[src/rtl/axis_glue_pkg.sv]
// Shared constants and types for the AXI-Stream width glue blocks.
// Used by axis_width_32_to_16 and axis_skid_buffer.
package axis_glue_pkg;

    localparam int AXIS_WIDE_W   = 32;
    localparam int AXIS_NARROW_W = 16;

    localparam logic [AXIS_NARROW_W-1:0] SAT_POS = 16'h7FFF;
    localparam logic [AXIS_NARROW_W-1:0] SAT_NEG = 16'h8000;

    typedef enum logic [1:0] {
        EMPTY = 2'd0,
        ONE   = 2'd1,
        FULL  = 2'd2
    } skid_state_t;

endpackage

[src/rtl/axis_skid_buffer.sv]
// Two-entry AXI-Stream skid buffer, generic width, registered ready.
// Main entry drives the outputs; skid entry absorbs one stalled beat.
module axis_skid_buffer
    import axis_glue_pkg::*;
#(
    parameter int W = 16
) (
    input  logic         clk,
    input  logic         rst_n,
    input  logic [W-1:0] i_data,
    input  logic         i_valid,
    output logic         o_ready,
    output logic [W-1:0] o_data,
    output logic         o_valid,
    input  logic         i_ready
);

    skid_state_t r_state;
    skid_state_t w_next;
    logic [W-1:0] r_main;
    logic [W-1:0] r_skid;
    logic         r_ready;
    logic         r_valid;
    logic         w_acc;
    logic         w_xfr;
    logic         w_load_main;
    logic         w_load_skid;
    logic         w_pop_skid;

    assign w_acc = i_valid && r_ready;
    assign w_xfr = r_valid && i_ready;

    always_comb begin
        w_next = r_state;
        unique case (r_state)
            EMPTY: if (w_acc) w_next = ONE;
            ONE: begin
                if (w_acc && !w_xfr)
                    w_next = FULL;
                else if (!w_acc && w_xfr)
                    w_next = EMPTY;
            end
            FULL: if (w_xfr) w_next = ONE;
            default: w_next = EMPTY;
        endcase
    end

    assign w_load_main = w_acc &&
        ((r_state == EMPTY) || (r_state == ONE && w_xfr));
    assign w_load_skid = w_acc && (r_state == ONE) && !w_xfr;
    assign w_pop_skid  = w_xfr && (r_state == FULL);

    always_ff @(posedge clk or negedge rst_n) begin
        if (!rst_n) begin
            r_state <= EMPTY;
            r_ready <= 1'b0;
            r_valid <= 1'b0;
            r_main  <= '0;
            r_skid  <= '0;
        end else begin
            r_state <= w_next;
            r_ready <= (w_next != FULL);
            r_valid <= (w_next != EMPTY);
            if (w_load_main)
                r_main <= i_data;
            else if (w_pop_skid)
                r_main <= r_skid;
            if (w_load_skid)
                r_skid <= i_data;
        end
    end

    assign o_ready = r_ready;
    assign o_valid = r_valid;
    assign o_data  = r_main;

endmodule

[src/rtl/axis_width_32_to_16.sv]
// 32->16 bit signed AXI-Stream narrowing bridge with overflow accounting.
// Define AXIS_W32_16_SAT_EN to clamp out-of-range words; else truncate.
module axis_width_32_to_16
    import axis_glue_pkg::*;
#(
    parameter int DATA_IN_W  = AXIS_WIDE_W,
    parameter int DATA_OUT_W = AXIS_NARROW_W,
    parameter int CNT_W      = 16
) (
    input  logic                  clk,
    input  logic                  rst_n,
    input  logic [DATA_IN_W-1:0]  s_axis_tdata,
    input  logic                  s_axis_tvalid,
    output logic                  s_axis_tready,
    output logic [DATA_OUT_W-1:0] m_axis_tdata,
    output logic                  m_axis_tvalid,
    input  logic                  m_axis_tready,
    input  logic                  ovf_clr,
    output logic                  ovf_flag,
    output logic [CNT_W-1:0]      ovf_count
);

    logic [DATA_IN_W-DATA_OUT_W:0] w_top;
    logic                          w_ovf;
    logic                          w_acc;
    logic [DATA_OUT_W-1:0]         w_narrow;
    logic [CNT_W-1:0]              w_cnt_base;
    logic                          r_flag;
    logic [CNT_W-1:0]              r_cnt;

    // Sign bit plus every discarded bit must agree for an in-range word.
    assign w_top = s_axis_tdata[DATA_IN_W-1:DATA_OUT_W-1];
    assign w_ovf = !((&w_top) || !(|w_top));
    assign w_acc = s_axis_tvalid && s_axis_tready;

`ifdef AXIS_W32_16_SAT_EN
    always_comb begin
        w_narrow = s_axis_tdata[DATA_OUT_W-1:0];
        if (w_ovf)
            w_narrow = s_axis_tdata[DATA_IN_W-1]
                ? DATA_OUT_W'(SAT_NEG)
                : DATA_OUT_W'(SAT_POS);
    end
`else
    assign w_narrow = s_axis_tdata[DATA_OUT_W-1:0];
`endif

    // Clear takes effect before a same-edge increment.
    assign w_cnt_base = ovf_clr ? '0 : r_cnt;

    always_ff @(posedge clk or negedge rst_n) begin
        if (!rst_n) begin
            r_flag <= 1'b0;
            r_cnt  <= '0;
        end else if (w_acc && w_ovf) begin
            r_flag <= 1'b1;
            r_cnt  <= (&w_cnt_base) ? w_cnt_base
                                    : w_cnt_base + 1'b1;
        end else if (ovf_clr) begin
            r_flag <= 1'b0;
            r_cnt  <= '0;
        end
    end

    assign ovf_flag  = r_flag;
    assign ovf_count = r_cnt;

    axis_skid_buffer #(
        .W (DATA_OUT_W)
    ) u_skid (
        .clk     (clk),
        .rst_n   (rst_n),
        .i_data  (w_narrow),
        .i_valid (s_axis_tvalid),
        .o_ready (s_axis_tready),
        .o_data  (m_axis_tdata),
        .o_valid (m_axis_tvalid),
        .i_ready (m_axis_tready)
    );

endmodule
[config.mk]
export PLATFORM = sky130hd
export DESIGN_NAME = axis_width_32_to_16
export DESIGN_NICKNAME = d
export VERILOG_FILES = /design/src/rtl/axis_glue_pkg.sv /design/src/rtl/axis_skid_buffer.sv /design/src/rtl/axis_width_32_to_16.sv
export SDC_FILE = /design/constraint.sdc
export NUM_CORES = 1
export LEC_CHECK = 0
export CAP_MARGIN = 20
export CORE_AREA = 2 2 73 103
export DETAILED_ROUTE_END_ITERATION = 10
export DIE_AREA = 0 0 75 105
export PLACE_DENSITY = 0.77
export SLEW_MARGIN = 20
export SYNTH_ARGS = -nofsm -noshare
export SYNTH_HDL_FRONTEND = slang
export SYNTH_HIERARCHICAL = 1
export SYNTH_SLANG_ARGS = --single-unit
[constraint.sdc]
create_clock -name clk -period 4.9 [get_ports clk]
set_clock_uncertainty 0.2 [all_clocks]
set_input_delay 0.98 -clock clk [delete_from_list [all_inputs] [get_ports clk]]
set_output_delay 0.98 -clock clk [all_outputs]
set_load 0.05 [all_outputs]
; ---- Word-level counts from Yosys, hierarchy flattened
; Index checks and enable logic that the tools add are counted.
[op_classes]
reduce_logical = 23
n_div = 0
n_addsub = 1
eq_ne = 3
n_lt_le_gt_ge = 0
bitwise = 0
n_shift = 0
mux = 12
multipliers = 0
[op_table]
columns = op, n
row1 = $mux W16, 5
row2 = $reduce_and A17 Y1, 1
row3 = $reduce_or A17 Y1, 1
row4 = $add A16 B1 Y16 const B, 1
row5 = $reduce_and A16 Y1, 1
row6 = $logic_and A1 B1 Y1, 10
row7 = $mux W2, 4
row8 = $pmux W2 S3, 1
row9 = $reduce_bool A2 Y1, 3
row10 = $logic_not A1 Y1, 4
row11 = $eq A2 B1 Y1 const B, 1
row12 = $eq A2 B2 Y1 const B, 1
row13 = $logic_not A2 Y1, 1
row14 = $logic_or A1 B1 Y1, 2
row15 = $mux W1, 2
row16 = $ne A2 B2 Y1 const B, 1
[totals]
mem_bits_ro = 0
memories = 0
output_inout_bits = 35
inputBits = 37
elab_cells = 46
reg_bits = 53
ramBits = 0
latch_bits = 0

; ---- Depth between registers and ports, before layout
[logic_depth]
word_depth = 7
ltp_mapped = 8
mapped_depth_nobuf = 7

; ---- Modules after synthesis
; Netlist, hierarchy kept.
[modules_own_cells]
columns = mod, cells_per_inst, seq_area_each_um2, n_inst, area_each_um2
row1 = axis_skid_buffer, 109, 900.9, 1, 1569.0
row2 = axis_width_32_to_16, 109, 425.4, 1, 1148.6

; ---- Least setup slack after synthesis
; Ideal clock, no wire load.
[synth_path]
path_type = input to register
from = input port ovf_clr
to = register r_cnt[11] (netlist: ovf_count[11])
setup_ns = 0.125
stages = 8
n_path_buf = 2
path_slack_ns = 1.854
required_time_ns = 4.575
arrival_ns = 2.721
cell_sequence = clkbuf_1 -> nor2b_1 -> ha_1 -> and3_1 -> a2111oi_4 -> buf_6 -> nor4b_4 -> mux2_4
[synth_between]
elab_chain_cells = 4
elab_cells_between_ends = 5
cone_classes = add/sub (1) / mux (3) / reduce/logical (1)
[synth_lines]
columns = element, line_no
row1 = from (decl), axis_width_32_to_16.sv:18  ; input logic ovf_clr,
row2 = $mux W16 *, -
row3 = $add A16 B1 Y16 / $reduce_and A16 Y1 (equally long branches), "axis_width_32_to_16.sv:58, axis_width_32_to_16.sv:57"
row4 = $mux W16, axis_width_32_to_16.sv:57  ; r_cnt <= (&w_cnt_base) ? w_cnt_base
row5 = $mux W16 *, axis_width_32_to_16.sv:55  ; end else if (w_acc && w_ovf) begin
row6 = to (signal assigned), axis_width_32_to_16.sv:57
row7 = to (decl), axis_width_32_to_16.sv:29  ; logic [CNT_W-1:0] r_cnt;
; Every way passes the cells marked *; elsewhere a longest branch is shown, timed or not.
; A chain may end at the register's enable or synchronous reset.

; ---- Worst setup path after layout
[layout_path]
from = input port ovf_clr
to = register r_cnt[15] (netlist: ovf_count[15])
; The elaborated chain is that of the path after synthesis.

==> flow_metrics.py <==
metrics = {
    "yosys": {
        "yosys.area_share.simple_pct": 24.4,
        "yosys.area_share.xor_xnor_pct": 2.58,
        "synthCells": 218,
        "syn_area_um2": 2720,
        "synthArstFlopShare_pct": 100,
        "yosysWarnings": 6,
        "synth_cell_types": 48,
        "synth-edff-count": 0,
        "synthAdderAreaFrac_pct": 0.460,
        "synth_mux_area_share_pct": 10.8,
        "ys.flop_type": "dfrtp_1",
        "syn_area_per_cell_um2": 12.5,
        "synth_compound_area_share_pct": 9.67,
        "synth_top_family_by_area": "simple AND/OR/NAND/NOR gates",
        "ys_ff_latch": 53,
        "ys_seq_area_share_pct": 48.8,
        "synth_nets": 256,
    },
    "timing": {
        "relSlewSlack_pct": 50.1,
        "whs_ps": 306,
        "slew_violations": 0,
        "achievable-frequency_mhz": 274,
        "setup_ws_ps": 1250,
        "report.final.setup_viol": 0,
        "setup_tns_ps": 0,
        "worstMarginPinSlew_ps": 746,
        "min_period_over_period_pct": 74.5,
        "fin_crit_ps": 3650,
        "rsz0062_at_grt": "no",
        "final-hold-violation-count": 0,
    },
    "routing": {
        "first_iter_violations": 62,
        "drt_pass1_iterations": 4,
        "vias": 1979,
        "wl_per_cell_um": 14.8,
        "post-route-drc-count": 0,
        "avgViaCountPerCell": 5.14,
        "postRouteAntennaNets": 0,
        "wirelength_mm": 5.70,
    },
    "power_and_ir_drop": {
        "switching_share_pct": 39.4,
        "vdd_drop_max_v": 0.000289,
        "finalPower_uw": 1760,
        "power_density_nw_per_um2": 492,
        "switching_power_uw": 694,
        "seq_power_share_pct": 38.7,
        "leakage_uw": 0.00153,
        "p_comb_share_pct": 45.8,
        "intPower_uw": 1070,
        "clkPwrFrac_pct": 15.5,
    },
    "die": {
        "die_h_um": 105,
        "row_count": 36,
        "fp.dieW_um": 75,
        "initial_core_util_pct": 39.4,
        "core_area_um2": 6890,
        "io_pins": 72,
        "dieArea_um2": 7880,
    },
    "cts": {
        "cts_tree": "built",
        "post_cts_resized": 0,
        "cts_max_level": 2,
        "path_clk_slew_ps": 90,
        "clockRootBuffer": "clkbuf_8",
        "cts_inserted_buffers": 5,
        "cts_setup_buffers": 0,
        "cts_hold_buf": 0,
        "clk_latency_ps": 300,
        "cts_buffer_depth": 2,
        "clock-sinks": 53,
    },
    "final_layout": {
        "layout_common_cells": "clkdlybuf4s50_1, dfrtp_1, mux2_2, and2_1",
        "drive_gt1_share_pct": 21.4,
        "nNetsFinal": 327,
        "layout_commonest_cell": "clkdlybuf4s50_1",
        "fin_cells": 385,
        "synthToLayoutAreaGrowth_pct": 31.8,
        "fillers": 615,
        "antenna_cells": 0,
    },
    "min_path": {
        "min_to": "u_skid/r_skid[7]",
        "hold_class": "flop to flop",
        "worstHoldStart": "u_skid/r_skid[7]",
        "whs_path_depth": 1,
    },
    "worst_setup_path": {
        "startpoint": "ovf_clr",
        "r2r_setup_slack_ps": 2200,
        "required_ps": 4890,
        "crit_arrival_ps": 3640,
        "reg2reg_depth": 6,
        "criticalPathCategory": "input pin to flop",
        "r2r-start": "ovf_count[1]",
        "worstPathMaxFanout": 13,
        "endpoint_kind": "flop",
        "r2r-end": "ovf_count[15]",
        "crit_path_start_kind": "input pin",
    },
    "placed_design": {
        "place_inst": 377,
        "post-place-ws_ps": 914,
        "hpwl_mm": 4.20,
        "place_congestion": 0.785,
        "port-buffer-count": 71,
    },
    "global_routing": {
        "grt_overflow": 0,
        "grt.total_usage_pct": 15.2,
        "grt_pass1_vias": 2045,
        "antenna_found_initial": 0,
        "grt_pass1_wl_mm": 9.33,
        "grt_max_degree": 54,
    },
    "job": {
        "max_cap_viol_count": 0,
    },
    "outcome": {
        "status": "finished clean",
    },
}
## cell type report
type | count | area [um2] | share of cell area, %
timing repair buffer | 73 | 721 | 20.1
inverter | 3 | 11.3 | 0.314
tap | 95 | 119 | 3.32
clock inverter | 1 | 8.76 | 0.244
clock buffer | 7 | 96.3 | 2.69
multi-input combinational | 153 | 1300 | 36.3
sequential | 53 | 1330 | 37.0
## critical path, cell delays in order
cell and delay (ps):
clkdlybuf4s50_1 730, nor2b_1 130, ha_1 250, and3_1 210, a2111oi_4 640, nor4b_1 330
mux2_2 370
## logic make-up after synthesis
kind of cell | count (synthesis)
AND/OR/NAND/NOR | 94
flip-flops | 53
AO/OA/AOI/OAI | 25
multiplexers | 25
buffers and inverters | 12
XOR/XNOR | 8
adder cells (fa/ha/maj) | 1
## metrics by stage
| stage | instance area, um2 | util, % |
|---|---|---|
| after CTS | 3580 | 52.0 |
| final | 3580 | 52.0 |
| after floorplan | 2720 | - |
| after global placement | 3480 | 50.5 |
| after global routing | 3580 | 52.0 |
| after detailed placement | 3480 | 50.5 |
## synth_stat cells (all sizes together), types with 2 or more instances
| library cell | n | area (um2) |
|---|---|---|
| a221o | 16 | 166 |
| and2 | 20 | 134 |
| and3 | 2 | 12.5 |
| and4b | 2 | 20.0 |
| buf | 7 | 72.6 |
| clkbuf | 2 | 7.51 |
| dfrtp | 53 | 1330 |
| inv | 3 | 11.3 |
| mux2 | 25 | 293 |
| nand2 | 10 | 37.5 |
| nand2b | 3 | 18.8 |
| nand3 | 6 | 35.0 |
| nand4 | 7 | 58.8 |
| nor2 | 12 | 61.3 |
| nor2b | 11 | 68.8 |
| nor3 | 2 | 10.0 |
| nor4 | 7 | 58.8 |
| nor4b | 3 | 56.3 |
| o21ai | 2 | 10.0 |
| or3 | 2 | 17.5 |
| xnor2 | 7 | 61.3 |
## how the worst max path moves through the flow
stage,endpoint,cells past startpoint
floorplan,ovf_count[11],8
global placement,ovf_count[15],7
detailed placement,ovf_count[15],7
CTS,ovf_count[15],7
global route,ovf_count[15],7
finish,ovf_count[15],7
## power groups by stage
stage	clock network [uW]	registers [uW]	logic (uW)
final	273	682	806
after CTS	287	685	817
after floorplan	0	940	317
after global placement	0	683	803
after detailed placement	0	692	815
after global routing	300	704	854
## metal layers
layer  up-vias  share of wire (%)  global-route usage, %
li1        939                  -                      -
met1       973                 40                   17.2
met2        59                 53                   26.8
met3         8                6.6                   4.34
met4         0                1.3                   4.46
met5         -                  0                      0
## sequential cells by signal, summed over array words and instances (netlist names)
name,flops
u_skid/r_skid,16
u_skid/o_ready,1
u_skid/o_data,16
ovf_flag,1
u_skid/r_state,2
u_skid/o_valid,1
ovf_count,16
(Power assumes the default switching activity.)
